### src/rtl/mdu_iter_pkg.sv
// Shared definitions for the iterative multiply/divide unit: operation
// encodings, FSM state type and a small op classification helper.
package mdu_iter_pkg;

    localparam logic [2:0] MDU_MULT  = 3'd0;
    localparam logic [2:0] MDU_MULTU = 3'd1;
    localparam logic [2:0] MDU_DIV   = 3'd2;
    localparam logic [2:0] MDU_DIVU  = 3'd3;
    localparam logic [2:0] MDU_MTHI  = 3'd4;
    localparam logic [2:0] MDU_MTLO  = 3'd5;

    typedef enum logic [1:0] {
        MDU_IDLE = 2'd0,
        MDU_CALC = 2'd1,
        MDU_FIX  = 2'd2
    } mdu_state_t;

    // True for the ops that treat their operands as two's complement.
    function automatic logic op_is_signed(input logic [2:0] op);
        return (op == MDU_MULT) || (op == MDU_DIV);
    endfunction

endpackage

### src/rtl/mdu_iter_shift_engine.sv
// One-bit-per-cycle datapath shared by multiply and divide.
// The 2*WIDTH accumulator holds {partial product, multiplier} for a multiply
// and {remainder, dividend/quotient} for a divide; both start as {0, init}.
module mdu_iter_shift_engine
    import mdu_iter_pkg::*;
#(
    parameter int WIDTH = 32
) (
    input  logic                 Clock,
    input  logic                 Reset,
    input  logic                 load,
    input  logic                 step,
    input  logic                 div_mode,
    input  logic [WIDTH-1:0]     init,
    input  logic [WIDTH-1:0]     operand,
    output logic [2*WIDTH-1:0]   acc
);

    logic [WIDTH:0]       add_sum;
    logic [WIDTH:0]       rem_shift;
    logic [WIDTH:0]       rem_diff;
    logic [WIDTH-1:0]     rem_next;
    logic                 quot_bit;
    logic [2*WIDTH-1:0]   acc_next;

    // Next accumulator value: shift-add for multiply, restoring shift-subtract for divide.
    // The remainder stays below the divisor, so the borrow bit of the trial
    // subtraction alone tells whether the subtraction succeeds.
    always_comb begin
        add_sum   = {1'b0, acc[2*WIDTH-1:WIDTH]} + (acc[0] ? {1'b0, operand} : '0);
        rem_shift = {acc[2*WIDTH-1:WIDTH], acc[WIDTH-1]};
        rem_diff  = rem_shift - {1'b0, operand};
        quot_bit  = ~rem_diff[WIDTH];
        rem_next  = quot_bit ? rem_diff[WIDTH-1:0] : rem_shift[WIDTH-1:0];
        if (div_mode) begin
            acc_next = {rem_next, acc[WIDTH-2:0], quot_bit};
        end else begin
            acc_next = {add_sum, acc[WIDTH-1:1]};
        end
    end

    // Accumulator register: loaded when an op launches, advanced once per iteration.
    always_ff @(posedge Clock) begin
        if (Reset) begin
            acc <= '0;
        end else if (load) begin
            acc <= {{WIDTH{1'b0}}, init};
        end else if (step) begin
            acc <= acc_next;
        end
    end

endmodule

### src/rtl/mdu_iter.sv
// Iterative multiply/divide unit with architectural HI/LO registers.
// Operands are reduced to magnitudes on launch, iterated one bit per clock
// in the shift engine, and the signs are reapplied in a single FIX cycle.
module mdu_iter
    import mdu_iter_pkg::*;
#(
    parameter int WIDTH = 32
) (
    input  logic              Clock,
    input  logic              Reset,
    input  logic              Start,
    input  logic [2:0]        Op,
    input  logic [WIDTH-1:0]  A,
    input  logic [WIDTH-1:0]  B,
    output logic              Busy,
    output logic              Done,
    output logic              DivByZero,
    output logic [WIDTH-1:0]  Hi,
    output logic [WIDTH-1:0]  Lo
);

    localparam int CNTW = $clog2(WIDTH + 1);
    localparam logic [CNTW-1:0] LAST_ITER = CNTW'(WIDTH - 1);

    mdu_state_t           state;
    logic [CNTW-1:0]      count;
    logic                 div_mode;
    logic                 neg_a;
    logic                 neg_b;
    logic                 zero_div;
    logic [WIDTH-1:0]     operand;

    logic                 is_mult;
    logic                 is_div;
    logic                 sign_a;
    logic                 sign_b;
    logic [WIDTH-1:0]     mag_a;
    logic [WIDTH-1:0]     mag_b;
    logic                 accept;
    logic                 launch;
    logic                 div_by_zero_req;
    logic [WIDTH-1:0]     load_value;

    logic [2*WIDTH-1:0]   acc;
    logic [2*WIDTH-1:0]   product;
    logic [WIDTH-1:0]     quotient;
    logic [WIDTH-1:0]     remainder;
    logic [WIDTH-1:0]     fix_hi;
    logic [WIDTH-1:0]     fix_lo;

    // Decode the request and form operand magnitudes for a possible launch.
    always_comb begin
        is_mult         = (Op == MDU_MULT) || (Op == MDU_MULTU);
        is_div          = (Op == MDU_DIV) || (Op == MDU_DIVU);
        sign_a          = op_is_signed(Op) && A[WIDTH-1];
        sign_b          = op_is_signed(Op) && B[WIDTH-1];
        mag_a           = sign_a ? -A : A;
        mag_b           = sign_b ? -B : B;
        accept          = Start && (state == MDU_IDLE);
        launch          = accept && (is_mult || is_div);
        div_by_zero_req = is_div && (B == '0);
        load_value      = is_div ? mag_a : mag_b;
    end

    mdu_iter_shift_engine #(.WIDTH(WIDTH)) u_engine (
        .Clock    (Clock),
        .Reset    (Reset),
        .load     (launch),
        .step     (state == MDU_CALC),
        .div_mode (div_mode),
        .init     (load_value),
        .operand  (operand),
        .acc      (acc)
    );

    // Sign correction of the finished magnitude result. On a zero divisor the
    // engine never stepped, so its low half still holds |A| and re-signing it
    // recovers the original dividend for HI.
    always_comb begin
        product   = (neg_a ^ neg_b) ? -acc : acc;
        quotient  = acc[WIDTH-1:0];
        remainder = acc[2*WIDTH-1:WIDTH];
        if (zero_div) begin
            fix_hi = neg_a ? -quotient : quotient;
            fix_lo = '1;
        end else if (div_mode) begin
            fix_hi = neg_a ? -remainder : remainder;
            fix_lo = (neg_a ^ neg_b) ? -quotient : quotient;
        end else begin
            fix_hi = product[2*WIDTH-1:WIDTH];
            fix_lo = product[WIDTH-1:0];
        end
    end

    // Control FSM: accepts requests in IDLE, counts iterations in CALC and
    // commits the corrected result to HI/LO in FIX with a one-cycle Done pulse.
    always_ff @(posedge Clock) begin
        if (Reset) begin
            state     <= MDU_IDLE;
            count     <= '0;
            div_mode  <= 1'b0;
            neg_a     <= 1'b0;
            neg_b     <= 1'b0;
            zero_div  <= 1'b0;
            operand   <= '0;
            Busy      <= 1'b0;
            Done      <= 1'b0;
            DivByZero <= 1'b0;
            Hi        <= '0;
            Lo        <= '0;
        end else begin
            Done      <= 1'b0;
            DivByZero <= 1'b0;
            case (state)
                MDU_IDLE: begin
                    if (accept && (Op == MDU_MTHI)) begin
                        Hi <= A;
                    end else if (accept && (Op == MDU_MTLO)) begin
                        Lo <= A;
                    end else if (launch) begin
                        div_mode <= is_div;
                        neg_a    <= sign_a;
                        neg_b    <= sign_b;
                        operand  <= is_div ? mag_b : mag_a;
                        count    <= '0;
                        zero_div <= div_by_zero_req;
                        Busy     <= 1'b1;
                        state    <= div_by_zero_req ? MDU_FIX : MDU_CALC;
                    end
                end
                MDU_CALC: begin
                    count <= count + 1'b1;
                    if (count == LAST_ITER) begin
                        state <= MDU_FIX;
                    end
                end
                MDU_FIX: begin
                    Hi        <= fix_hi;
                    Lo        <= fix_lo;
                    Busy      <= 1'b0;
                    Done      <= 1'b1;
                    DivByZero <= zero_div;
                    state     <= MDU_IDLE;
                end
                default: begin
                    state <= MDU_IDLE;
                    Busy  <= 1'b0;
                end
            endcase
        end
    end

endmodule

### config.mk
export PLATFORM = sky130hd
export DESIGN_NAME = mdu_iter
export DESIGN_NICKNAME = d
export VERILOG_FILES = /design/src/rtl/mdu_iter_pkg.sv /design/src/rtl/mdu_iter_shift_engine.sv /design/src/rtl/mdu_iter.sv
export SDC_FILE = /design/constraint.sdc
export NUM_CORES = 1
export LEC_CHECK = 0
export CORE_ASPECT_RATIO = 1.5
export CORE_MARGIN = 1
export CORE_UTILIZATION = 50
export DETAILED_ROUTE_END_ITERATION = 12
export DONT_BUFFER_PORTS = 1
export PLACE_DENSITY = 0.74
export SKIP_LAST_GASP = 1
export SLEW_MARGIN = 20
export SYNTH_ARGS = -nofsm -noshare
export SYNTH_HDL_FRONTEND = slang
export SYNTH_SLANG_ARGS = --single-unit
export TNS_END_PERCENT = 20
### constraint.sdc
create_clock -name Clock -period 3.16 [get_ports Clock]
set_clock_uncertainty 0.05 [all_clocks]
set_input_delay 0.79 -clock Clock [delete_from_list [all_inputs] [get_ports Clock]]
set_output_delay 0.79 -clock Clock [all_outputs]
set_load 0.02 [all_outputs]
==> flow_summary.json, run 1 <==
{
  "dr_wl_met2_um": 30000,
  "post-route-util_pct": 61.3,
  "whs_path_depth": 1,
  "die_w_um": 144,
  "cts_hold_buf": 0,
  "synth_area_um2": 15000,
  "rsz0062_at_grt": "true",
  "period_minus_slack_ps": 3290,
  "gr-total-overflow": 0,
  "synth_top_family_by_area": "compound AO/OA/AOI/OAI gates",
  "slew_headroom_pct": 18.5,
  "max_freq_mhz": 304,
  "grt_pass1_vias": 16845,
  "syn_area_per_cell_um2": 7.34,
  "synth_edf_count": 0,
  "drt-pass1-iter-count": 7,
  "htree_levels": 4,
  "start_kind": "register",
  "hp-class": "in2reg",
  "place_ws_ps": -365,
  "cts_tree": "built",
  "violations": "setup timing",
  "ir_drop_mv": 0.403,
  "grt_pass1_wl_um": 99400,
  "root_buffer": "clkbuf_16",
  "ant_nets": 0,
  "clockBufferDepth": 2,
  "start_util_pct": 50.9,
  "clk_latency_ps": 470,
  "setup_viol": 39,
  "dr.first_iter.drc_count": 1934,
  "synth_fa_ha_area_share_pct": 6.00,
  "ys_seq_elements": 175,
  "synth_compound_area_share_pct": 28.5,
  "route.met3.wl_um": 6770,
  "rows": 77,
  "drive_above_1_share_pct": 18.7,
  "cp-end-kind": "register",
  "async_flop_share_pct": 0,
  "period_share_pct": 104,
  "hold_violations": 0,
  "grt_max_degree": 131,
  "fin_nets": 2309,
  "io_pins": 137,
  "fill_cells": 2664,
  "totalWireLength_um": 66700,
  "routedWlPerCell_um": 25.9,
  "syn_nets": 2192,
  "clock_sinks": 175,
  "m1WireLength_um": 21200,
  "max-cap-violations": 0,
  "cp_max_fo": 5,
  "synth.area.top_cells": "dfxtp_1, xnor2_1, nand2_1, a21oi_1, ha_1",
  "die_h_um": 214,
  "crit_type": "reg2reg",
  "yosysSeqAreaShare_pct": 23.3,
  "synth_cell_types": 86,
  "dr.max_layer_used": "met4",
  "synth_simple_gate_area_share_pct": 20.7,
  "post-synth-top-area-fraction_pct": 23.3,
  "synth.area.mux_share_pct": 3.48,
  "drc_errors": 0,
  "synthXorXnorAreaFrac_pct": 12.1,
  "slew_violations": 0,
  "power_mw": 7.74,
  "ys.warnings.count": 0,
  "clkTransAtPathRegs_ps": 70,
  "diodes": 0,
  "dp_hpwl_um": 48000,
  "status": "finished, violations left",
  "crit_arrival_ps": 3580,
  "gp_congestion": 1.06,
  "antenna_found_initial": 0,
  "place_inst": 2516,
  "reg2reg_depth": 15,
  "synthCells": 2051,
  "vias": 17311,
  "powerDensity_nw_per_um2": 427,
  "reg2reg_slack_ps": -130,
  "power_leakage_nw": 7.14,
  "die_area_um2": 30800,
  "worstMarginPinSlew_ps": 1220,
  "coreArea_um2": 29600,
  "layout_setup_ws_ps": -130,
  "viasPerCell": 6.72,
  "syn_to_final_growth_pct": 20.4,
  "track_usage_pct": 43.2,
  "io_buffers": 0,
  "synthFlopType": "dfxtp_1",
  "cts_made_buffers": 17,
  "yosys.area.top_type": "dfxtp_1",
  "instances_no_fill": 2576,
  "required_ps": 3450
}
worst max-delay path, stage by stage, from the launching register on:
cell and delay [ps]:
dfxtp_1 350, inv_1 120, buf_4 160, ha_1 360, a21oi_2 180, o21ai_1 150, o2bb2ai_2 200, nor4_4 340
o311ai_2 150, a21oi_2 210, xnor2_2 150, buf_6 200, clkbuf_16 170, buf_4 110, mux2i_1 190, a21oi_1 80
worst paths after layout:
check | startpoint | to
max reg2reg | operand[9] | u_engine.acc[51]
min | Reset | operand[26]
max | operand[9] | u_engine.acc[51]
min reg2reg | operand[28] | operand[28]
cell families (layout without fill, tap and decap cells):
family / count (synthesis) / count (layout)
AND/OR/NAND/NOR: 672 / 672
AO/OA/AOI/OAI: 647 / 647
buffers and inverters: 226 / 356
XOR/XNOR: 208 / 208
flip-flops: 175 / 175
adder cells (fa/ha/maj): 71 / 71
multiplexers: 52 / 52
per-layer routing:
layer / vias to the layer above / track usage (%)
li1: 7676 / -
met1: 8073 / 42.3
met2: 1107 / 68.6
met3: 455 / 14.8
met4: 0 / 44.1
met5: - / 0
layout by cell type, fill, tap and decap left out, drive strengths merged, types with 19 or more instances in the layout:
cell,count
nand2b,19
xor2,55
a211oi,31
ha,69
a31oi,28
dfxtp,175
clkbuf,26
nand3,34
nor2,205
o31ai,19
a21o,23
xnor2,153
o21ai,151
o221ai,50
mux2i,50
nand2,237
nor3,69
buf,250
a221oi,27
a21oi,176
inv,69
metrics by stage:
| step | area [µm²] | hold slack [ps] | TNS, ps |
|---|---|---|---|
| floorplan | 15100 | 382 | 0 |
| global placement | 16700 | 392 | -4130 |
| detailed placement | 16700 | 396 | -5500 |
| CTS | 17600 | 366 | -547 |
| global route | 18100 | 389 | -6350 |
| finish | 18100 | 401 | -2700 |
flip-flops by register name, indices dropped and copies added, names as in the netlist:
name,flops
div_mode,1
Busy,1
count,6
u_engine.acc,64
neg_b,1
DivByZero,1
state,2
operand,32
zero_div,1
Done,1
neg_a,1
Lo,32
Hi,32
Yosys cell counts (4+ instances only):
cell type,instances
xor2_1,55
a22oi_1,13
o41ai_1,16
o21a_1,10
a21oi_1,175
dfxtp_1,175
o211ai_1,15
a221oi_1,27
inv_1,68
and2_1,13
o221ai_1,50
o21ai_1,7
buf_2,10
nor2_1,205
a211o_1,7
o211a_1,5
nand3_1,34
o21ai_0,141
or3_1,14
clkbuf_1,131
o221a_2,4
nand2b_1,19
or4_1,7
nor4_1,15
nor2b_1,11
o31ai_1,19
o21bai_1,7
o31a_1,5
xnor2_1,153
a21o_1,23
or3_4,4
or2_2,5
ha_1,69
and3_1,11
nand2_1,235
a222oi_1,18
a31oi_1,27
nor3_1,66
buf_1,11
mux2i_1,50
a311oi_1,11
nand4_1,11
a211oi_1,31
power by group:
group | switching, mW | internal (mW) | total, mW
clock network | 0.988 | 1.26 | 2.25
logic | 1.72 | 1.34 | 3.05
registers | 0.126 | 2.31 | 2.44
total | 2.83 | 4.91 | 7.74
final cells by class:
cell class / instances / area [µm²] / share of cell area [%]
Multi-Input combinational cell: 1650 / 11100 / 61.5
Sequential cell: 175 / 3520 / 19.4
Timing Repair Buffer: 255 / 2110 / 11.7
Tap cell: 395 / 494 / 2.73
Clock buffer: 21 / 450 / 2.49
Inverter: 69 / 259 / 1.43
Clock inverter: 11 / 139 / 0.766
timing repair:
action / CTS / global route
setup buffers: 6 / 18
gates resized for setup: 43 / 63
cloned: 1 / 5
pin swaps: 26 / 28
setup endpoints to repair: 37 / 47
No activity file was read; power rests on OpenSTA's default activity.
==> run 2: changes to the inputs <==
--- a/config.mk
+++ b/config.mk
@@ -10,7 +10,8 @@
 export CORE_UTILIZATION = 50
 export DETAILED_ROUTE_END_ITERATION = 12
 export DONT_BUFFER_PORTS = 1
-export PLACE_DENSITY = 0.74
+export PLACE_DENSITY = 0.71
+export RECOVER_POWER = 50
 export SKIP_LAST_GASP = 1
 export SLEW_MARGIN = 20
 export SYNTH_ARGS = -nofsm -noshare
==> constraint.sdc (replaced) <==
create_clock -name Clock -period 3.5 [get_ports Clock]
set_clock_uncertainty 0.05 [all_clocks]
set_input_delay 0.875 -clock Clock [delete_from_list [all_inputs] [get_ports Clock]]
set_output_delay 0.875 -clock Clock [all_outputs]
set_load 0.02 [all_outputs]
==> run 2 against run 1 <==
  * The run ends with capacitance limit, slew limit left
  * First-iteration DRC count fell by 16%
  * Cell area fell by 6.7%
  * Non-clock buffer count fell by 92
  * Via count fell by 5.0%
  * Cell count fell by 3.7%
  * Global-route usage fell by 1.9 points
  * Count of clock-buffer cells in the layout did not move
==> flow_summary.json, run 2 (synthesis results as in run 1) <==
{
  "reg2reg_slack_ps": 70,
  "worstMarginPinSlew_ps": 1800,
  "powerDensity_nw_per_um2": 382,
  "diodes": 0,
  "slew_headroom_pct": -19.8,
  "start_util_pct": 50.9,
  "clock_sinks": 175,
  "holdWs_ps": 414,
  "rsz0062_at_grt": "true",
  "final_cell_mix": "nand2_1, nor2_1, dfxtp_1, a21oi_1, buf_4",
  "crit_path_cell_trace": "nand2b_1, nor3_1, clkbuf_1, o21ai_0, a21oi_1, o21ai_0, o211a_1",
  "status": "finished, violations left",
  "layout_commonest_cell": "nand2_1",
  "setup_viol": 0,
  "totalWireLength_um": 63000,
  "crit_type": "in2reg",
  "crit_arrival_ps": 3780,
  "place_inst": 2451,
  "grt_pass1_vias": 16147,
  "die_h_um": 214,
  "cts_tree": "built",
  "dr.first_iter.drc_count": 1616,
  "gr-total-overflow": 0,
  "syn_to_final_growth_pct": 12.4,
  "crit_buf_inv": 1,
  "power_leakage_nw": 6.49,
  "hold_violations": 0,
  "top_register": "u_engine.acc",
  "reg2reg_depth": 6,
  "post-route-util_pct": 57.2,
  "vias": 16447,
  "grt_pass1_wl_um": 94400,
  "max-cap-violations": 1,
  "grt_busiest_layer": "met2",
  "dp_hpwl_um": 48200,
  "cp_common_cell": "o21ai_0",
  "cpPeakStageDelay_ps": 1350,
  "use_met3_pct": 10.2,
  "antenna_found_initial": 1,
  "r2r_end": "u_engine.acc[14]",
  "routedWlPerCell_um": 25.4,
  "path_delay_family": "buffers and inverters",
  "max_freq_mhz": 288,
  "grtUsageMet2_pct": 68.9,
  "start_kind": "input pin",
  "cp_max_fo": 39,
  "whs_endpoint": "operand[8]",
  "fin_nets": 2217,
  "crit_slowest_cell": "clkbuf_1",
  "cp-end-kind": "register",
  "track_usage_pct": 41.3,
  "coreArea_um2": 29600,
  "viasPerCell": 6.63,
  "ant_nets": 0,
  "violations": "capacitance limit, slew limit",
  "clk_latency_ps": 470,
  "drive_above_1_share_pct": 11.8,
  "gp_congestion": 1.05,
  "rows": 77,
  "die_w_um": 144,
  "cts_made_buffers": 17,
  "largest_register_ffs": 64,
  "r2r-start": "state[0]",
  "ir_drop_mv": 0.359,
  "io_pins": 137,
  "required_ps": 3810,
  "io_buffers": 0,
  "period_minus_slack_ps": 3470,
  "instances_no_fill": 2481,
  "grt_max_degree": 131,
  "power_mw": 6.46,
  "drt-pass1-iter-count": 9,
  "period_share_pct": 99.1,
  "htree_levels": 4,
  "root_buffer": "clkbuf_16",
  "min-delay-start": "operand[8]",
  "whs_path_depth": 2,
  "slew_violations": 40,
  "fill_cells": 2868,
  "drc_errors": 0,
  "hp-class": "reg2reg",
  "clockBufferDepth": 2,
  "die_area_um2": 30800,
  "clkTransAtPathRegs_ps": 70,
  "grt_use_met1_pct": 41.0
}
run 2: worst min-delay path, delay by kind of cell, from the launching register on:
kind,cells,cell delay (ps)
DFF,1,320
AOI/OAI and AO/OA,1,50
and+or+nand+nor,1,50
run 2: worst max-delay path by stage:
| stage | start | to | slack (ps) | cells after the start |
|---|---|---|---|---|
| after global routing | u_engine.acc[0] | u_engine.acc[60] | -80 | 17 |
| after global placement | u_engine.acc[0] | u_engine.acc[61] | -130 | 14 |
| final | Op[2] | u_engine.acc[14] | 30 | 7 |
| after floorplan | u_engine.acc[0] | u_engine.acc[61] | 190 | 13 |
| after CTS | operand[0] | u_engine.acc[39] | -60 | 13 |
| after detailed placement | u_engine.acc[0] | u_engine.acc[61] | -250 | 15 |
run 2: area by class of cell:
class,instances,area (µm²),area share [%]
clock buffer,21,480,2.84
clock inverter,8,104,0.614
inverter,69,259,1.53
multi-input combinational,1650,10800,64.0
sequential,175,3510,20.7
tap,395,494,2.92
timing repair buffer,163,1250,7.37
run 2: timing repair:
action                     CTS  global route
setup endpoints to repair   10            36
buffers inserted             0             1
cloned                       0             0
resized for setup            3            19
pin swaps                    0             8
hold buffers                 0             0
run 2: routing by layer:
layer / wire length (µm) / vias to the layer above
met5: 9 / -
met4: 7060 / 2
met3: 5110 / 365
met2: 29800 / 930
met1: 21100 / 7667
li1: - / 7483
run 2: metrics by stage:
stage                     instance area (µm²)  setup slack [ps]  setup TNS [ps]
after detailed placement                16200              -250            -823
final                                   16900              31.3               0
after floorplan                         15000               186               0
after global routing                    16900             -84.4            -192
after global placement                  16200              -134            -293
after CTS                               16800             -61.7            -154
run 2: power breakdown:
group	switching (mW)	total, mW	internal [mW]
Sequential	0.117	2.20	2.09
Clock	0.862	1.98	1.12
Combinational	1.37	2.28	0.912
Total	2.35	6.46	4.12
